==> src/rtl/dds_freq_meter.sv <==
// Frequency meter for a signed sine sample stream: counts samples over 2^NP_LOG2
// hysteresis-qualified rising zero crossings, then divides to a DDS phase increment.
module dds_freq_meter #(
    parameter int          PHASE_WIDTH = 32,
    parameter int          NP_LOG2     = 4,
    parameter int          CNT_WIDTH   = 24,
    parameter logic [15:0] HYST        = 16'd256
) (
    input  logic                    clk,
    input  logic                    rst_n,
    input  logic                    start,
    input  logic                    sample_valid,
    input  logic signed [15:0]      sample_in,
    output logic                    busy,
    output logic                    done,
    output logic                    timeout,
    output logic [PHASE_WIDTH-1:0]  delta_phase_est
);

    localparam int DIV_BITS = PHASE_WIDTH + NP_LOG2 + 1;
    localparam int BC_W     = $clog2(DIV_BITS + 1);
    localparam logic [BC_W-1:0]      LAST_STEP = BC_W'(DIV_BITS - 1);
    localparam logic [NP_LOG2:0]     XC_LAST   = {1'b0, {NP_LOG2{1'b1}}};
    localparam logic [CNT_WIDTH-1:0] SC_LIMIT  = {{(CNT_WIDTH-1){1'b1}}, 1'b0};
    localparam int                   NEG_HYST  = -int'(HYST);

    localparam logic [2:0] S_IDLE    = 3'd0;
    localparam logic [2:0] S_ARM     = 3'd1;
    localparam logic [2:0] S_MEASURE = 3'd2;
    localparam logic [2:0] S_DIVIDE  = 3'd3;
    localparam logic [2:0] S_DONE    = 3'd4;

    logic [2:0]             state_q,   state_d;
    logic                   armed_q,   armed_d;
    logic [NP_LOG2:0]       xcount_q,  xcount_d;
    logic [CNT_WIDTH-1:0]   scount_q,  scount_d;
    logic [CNT_WIDTH-1:0]   rem_q,     rem_d;
    logic [DIV_BITS-2:0]    quot_q,    quot_d;
    logic [BC_W-1:0]        step_q,    step_d;
    logic [PHASE_WIDTH-1:0] est_q,     est_d;
    logic                   timeout_q, timeout_d;

    logic                   belowArm;
    logic                   crossing;
    logic                   atLimit;
    logic [CNT_WIDTH:0]     trial;
    logic [CNT_WIDTH-1:0]   diff;
    logic                   fits;
    logic [DIV_BITS-1:0]    quotNext;

    // The dividend is a single 1 followed by zeros, so only the first step shifts in a 1.
    assign belowArm = int'(sample_in) < NEG_HYST;
    assign crossing = armed_q && !sample_in[15];
    assign atLimit  = (scount_q == SC_LIMIT);
    assign trial    = {rem_q, step_q == '0};
    assign fits     = trial >= {1'b0, scount_q};
    assign diff     = trial[CNT_WIDTH-1:0] - scount_q;
    assign quotNext = {quot_q, fits};

    always_comb begin
        state_d   = state_q;
        armed_d   = armed_q;
        xcount_d  = xcount_q;
        scount_d  = scount_q;
        rem_d     = rem_q;
        quot_d    = quot_q;
        step_d    = step_q;
        est_d     = est_q;
        timeout_d = timeout_q;
        case (state_q)
            S_IDLE: begin
                if (start) begin
                    state_d  = S_ARM;
                    armed_d  = 1'b0;
                    xcount_d = '0;
                    scount_d = '0;
                end
            end
            S_ARM, S_MEASURE: begin
                if (sample_valid) begin
                    if (atLimit) begin
                        state_d   = S_DONE;
                        timeout_d = 1'b1;
                        est_d     = '0;
                    end else begin
                        armed_d = belowArm ? 1'b1 : (crossing ? 1'b0 : armed_q);
                        if (state_q == S_ARM) begin
                            if (crossing) begin
                                state_d  = S_MEASURE;
                                scount_d = '0;
                                xcount_d = '0;
                            end else begin
                                scount_d = scount_q + 1'b1;
                            end
                        end else begin
                            scount_d = scount_q + 1'b1;
                            if (crossing) begin
                                xcount_d = xcount_q + 1'b1;
                                if (xcount_q == XC_LAST) begin
                                    state_d = S_DIVIDE;
                                    rem_d   = '0;
                                    quot_d  = '0;
                                    step_d  = '0;
                                end
                            end
                        end
                    end
                end
            end
            S_DIVIDE: begin
                rem_d  = fits ? diff : trial[CNT_WIDTH-1:0];
                quot_d = quotNext[DIV_BITS-2:0];
                step_d = step_q + 1'b1;
                if (step_q == LAST_STEP) begin
                    state_d   = S_DONE;
                    timeout_d = 1'b0;
                    est_d     = (|quotNext[DIV_BITS-1:PHASE_WIDTH]) ? '1
                                                                    : quotNext[PHASE_WIDTH-1:0];
                end
            end
            S_DONE: begin
                state_d   = S_IDLE;
                timeout_d = 1'b0;
            end
            default: state_d = S_IDLE;
        endcase
    end

    always_ff @(posedge clk) begin
        if (!rst_n) begin
            state_q   <= S_IDLE;
            armed_q   <= 1'b0;
            xcount_q  <= '0;
            scount_q  <= '0;
            rem_q     <= '0;
            quot_q    <= '0;
            step_q    <= '0;
            est_q     <= '0;
            timeout_q <= 1'b0;
        end else begin
            state_q   <= state_d;
            armed_q   <= armed_d;
            xcount_q  <= xcount_d;
            scount_q  <= scount_d;
            rem_q     <= rem_d;
            quot_q    <= quot_d;
            step_q    <= step_d;
            est_q     <= est_d;
            timeout_q <= timeout_d;
        end
    end

    assign busy            = (state_q != S_IDLE);
    assign done            = (state_q == S_DONE);
    assign timeout         = timeout_q;
    assign delta_phase_est = est_q;

endmodule
==> config.mk <==
export PLATFORM = sky130hd
export DESIGN_NAME = dds_freq_meter
export DESIGN_NICKNAME = d
export VERILOG_FILES = /design/src/rtl/dds_freq_meter.sv
export SDC_FILE = /design/constraint.sdc
export NUM_CORES = 1
export LEC_CHECK = 0
export ABC_AREA = 0
export CORE_UTILIZATION = 50
export DETAILED_ROUTE_END_ITERATION = 8
export PLACE_DENSITY = 0.73
export SLEW_MARGIN = 20
export SYNTH_ARGS = -nofsm -noshare
export SYNTH_HDL_FRONTEND = slang
export SYNTH_SLANG_ARGS = --single-unit
==> constraint.sdc <==
create_clock -name clk -period 7.99 [get_ports clk]
set_clock_uncertainty 0.2 [all_clocks]
set_input_delay 1.598 -clock clk [delete_from_list [all_inputs] [get_ports clk]]
set_output_delay 1.598 -clock clk [all_outputs]
set_load 0.05 [all_outputs]
==> metrics.txt <==
WP data arrival 4.18 ns; Post-DRT Antenna Nets 0; Fin. Hold Viols 0; ys async rst share 0; Period Utilization, post-route 0.510; Startpoint Class input pin; Die ar. 0.0144 mm2; Starting Density 0.518; grt total ovfl 0; Max stage delay cell, worst path o41a_2; wire length per cell 14.3 um; pwr/cell area 183 mW/mm2; Post-Syn Nets 889; starting DRC count in detailed routing 361; sw frac 0.245; max_slew headroom 0.359; post-route cell area 0.00800 mm2; Max IR drop VDD 155 uV; DR vias/cell 5.57; Core Area 0.0134 mm2; vias in the first global route 5464; max-slew violations 0; largest net degree at the start of global routing 76; dpl cell area 0.00743 mm2; Nets 912; TritonCTS Buffers 17; die width 120 um; Clk pwr share 0.484; # DRC 0; Critical Path RT 8.10 ns; setup_tns 0 ns; worst hold margin 0.250 ns; placer congestion estimate 0.813; diodes inserted 0; Worst setup EP type register; HP Class register to register; FF+latch count, synth 132; CTS Hold Bufs 0; hpwl dp 9.77 mm; PortBufs 46; Fill cells 1239; Syn Area/Cell 8.29 um2; Crit path buffers/inverters 1; Die Span Y 120 um; max cap viols 0; Comb pwr share 0.060; CP delay by family, top compound AO/OA/AOI/OAI gates; drt first pass iters 5; Post-Syn Area 0.00695 mm2; Storage cell area 0.00264 mm2; critical path cell sequence clkdlybuf4s50_1, nand2b_1, o41a_2, and2_1, a221o_1; Area growth, synth to finish 15.1%; Final setup viols 0; worst-path fanout max 41; Sw Pwr 0.000359 W; RSZ-0062 raised after global routing false; Final Non-Filler Cells 1049; GRT Util Overall 0.221; Fmax 245 MHz; global-route wire length before repair 25.6 mm; Synth Warn # 0; CTS tree built; part of the power in registers 0.455; clock-pin slew on the worst setup and hold paths 0.06 ns; most frequent cells in the layout dfxtp_1 (132), nor2_1 (99), nand2_1 (88); post-synthesis sequential area ratio 0.380; cell-internal power 0.00111 W; row cnt 42; placed cells 1017; status finished clean; prevailing post-synth register cell dfxtp_1; critical path class input pin to register; CP peak stage delay 0.81 ns; count of cell types in the netlist 78; clock sinks 132; I/O pins 55; antenna violations before repair 0; vias 5842; LEAKAGE 2.95 nW; Setup Buffers After CTS 0; Skew-Pair Late Insertion Delay 0.42 ns; H-tree Lvls 4; Bufs on Longest Clock Path 2; total chip power 0.00147 W; crit path time final 4.08 ns; multi-input logic area 0.00394 mm2; commonest non-fill, non-tap cell in the layout dfxtp_1; Post-synth EDFFs 0; Cells after Synth 838; Total Routed Length 15.0 mm; CTS root buf clkbuf_16; post-CTS resize count 0; Tightest Pin Transition 0.962 ns; layout cells sized above 1 0.0813
==> metrics by stage <==
stage                     utilization  setup WS [ns]
after floorplan                     -           4.67
after global placement          0.554           3.49
after detailed placement        0.554           3.48
after CTS                       0.594           3.92
after global routing            0.597           3.70
final                           0.597           3.91
==> power by group through the flow <==
| stage | Combinational [W] | Clock [W] | Sequential [W] |
|---|---|---|---|
| floorplan | 0.0000729 | 0 | 0.000679 |
| global placement | 0.0000857 | 0 | 0.000682 |
| detailed placement | 0.0000863 | 0 | 0.000682 |
| CTS | 0.0000867 | 0.000720 | 0.000667 |
| global route | 0.0000988 | 0.000749 | 0.000668 |
| finish | 0.0000886 | 0.000710 | 0.000667 |
==> cell families after synthesis <==
kind of cell             synth area share
AND/OR/NAND/NOR                     0.216
multiplexers                       0.0276
XOR/XNOR                           0.0517
AO/OA/AOI/OAI                       0.213
adder cells (fa/ha/maj)            0.0569
flip-flops                          0.380
buffers and inverters              0.0544
==> final timing paths <==
kind	start	endpoint	slack, ns	cells after the start
worst max register to register	step_q[0]$_SDFFE_PN0P_	rem_q[22]$_SDFFE_PN0P_	4.33	14
worst min-delay path	delta_phase_est[31]$_SDFFE_PN0P_	delta_phase_est[31]$_SDFFE_PN0P_	0.25	2
worst max-delay path	sample_in[15]	rem_q[15]$_SDFFE_PN0P_	3.91	5
worst min register to register	delta_phase_est[31]$_SDFFE_PN0P_	delta_phase_est[31]$_SDFFE_PN0P_	0.25	2
==> worst reg2reg max path: cells and delay by family (launching register included) <==
family,cells,cell delay (ns)
DFF,1,0.35
adders and majority gates,3,0.79
and+or+nand+nor,3,0.75
AOI/OAI and AO/OA,6,1.27
buffers and inverters,1,0.07
xor gates and xnor gates,1,0.13
==> sequential cells by signal, summed over array words and instances (netlist names) <==
signal / cells
state_q: 3
rem_q: 24
armed_q: 1
xcount_q: 5
step_q: 6
delta_phase_est: 32
timeout: 1
scount_q: 24
quot_q: 36
==> cell usage after synthesis, drive strengths merged (5+ instances only) <==
cell | n | area [um2]
a21o | 5 | 37.5
a21oi | 67 | 350
o31ai | 5 | 66.3
nor3 | 13 | 87.6
a211oi | 5 | 42.5
xor2 | 11 | 96.3
nand2 | 88 | 330
and4 | 6 | 57.6
o21ai | 74 | 397
mux2i | 18 | 180
a22oi | 37 | 278
clkbuf | 30 | 114
and2 | 6 | 37.5
nor2 | 101 | 387
nand2b | 8 | 57.6
a31oi | 5 | 46.3
buf | 17 | 125
o21a | 7 | 52.6
nand4 | 13 | 96.3
or3 | 7 | 45.1
xnor2 | 30 | 263
and3 | 6 | 37.5
inv | 37 | 139
or2 | 7 | 43.8
nand3 | 30 | 155
dfxtp | 132 | 2640
ha | 30 | 375
==> area by class of cell <==
| cell class | instances | area share |
|---|---|---|
| clock inverters | 11 | 0.00970 |
| multi-input cells | 622 | 0.493 |
| flip-flops and latches | 132 | 0.331 |
| clock buffers | 20 | 0.0571 |
| inverters | 37 | 0.0174 |
| well taps | 176 | 0.0275 |
| repair buffers | 51 | 0.0648 |
==> routing by layer <==
metal,share of wire,GRT usage,vias to the layer above
met5,0,0,-
met4,0.014,0.0789,0
met1,0.48,0.285,2747
met2,0.47,0.360,87
li1,-,-,2991
met3,0.031,0.0509,17
Power figures use the tool's default switching activity.
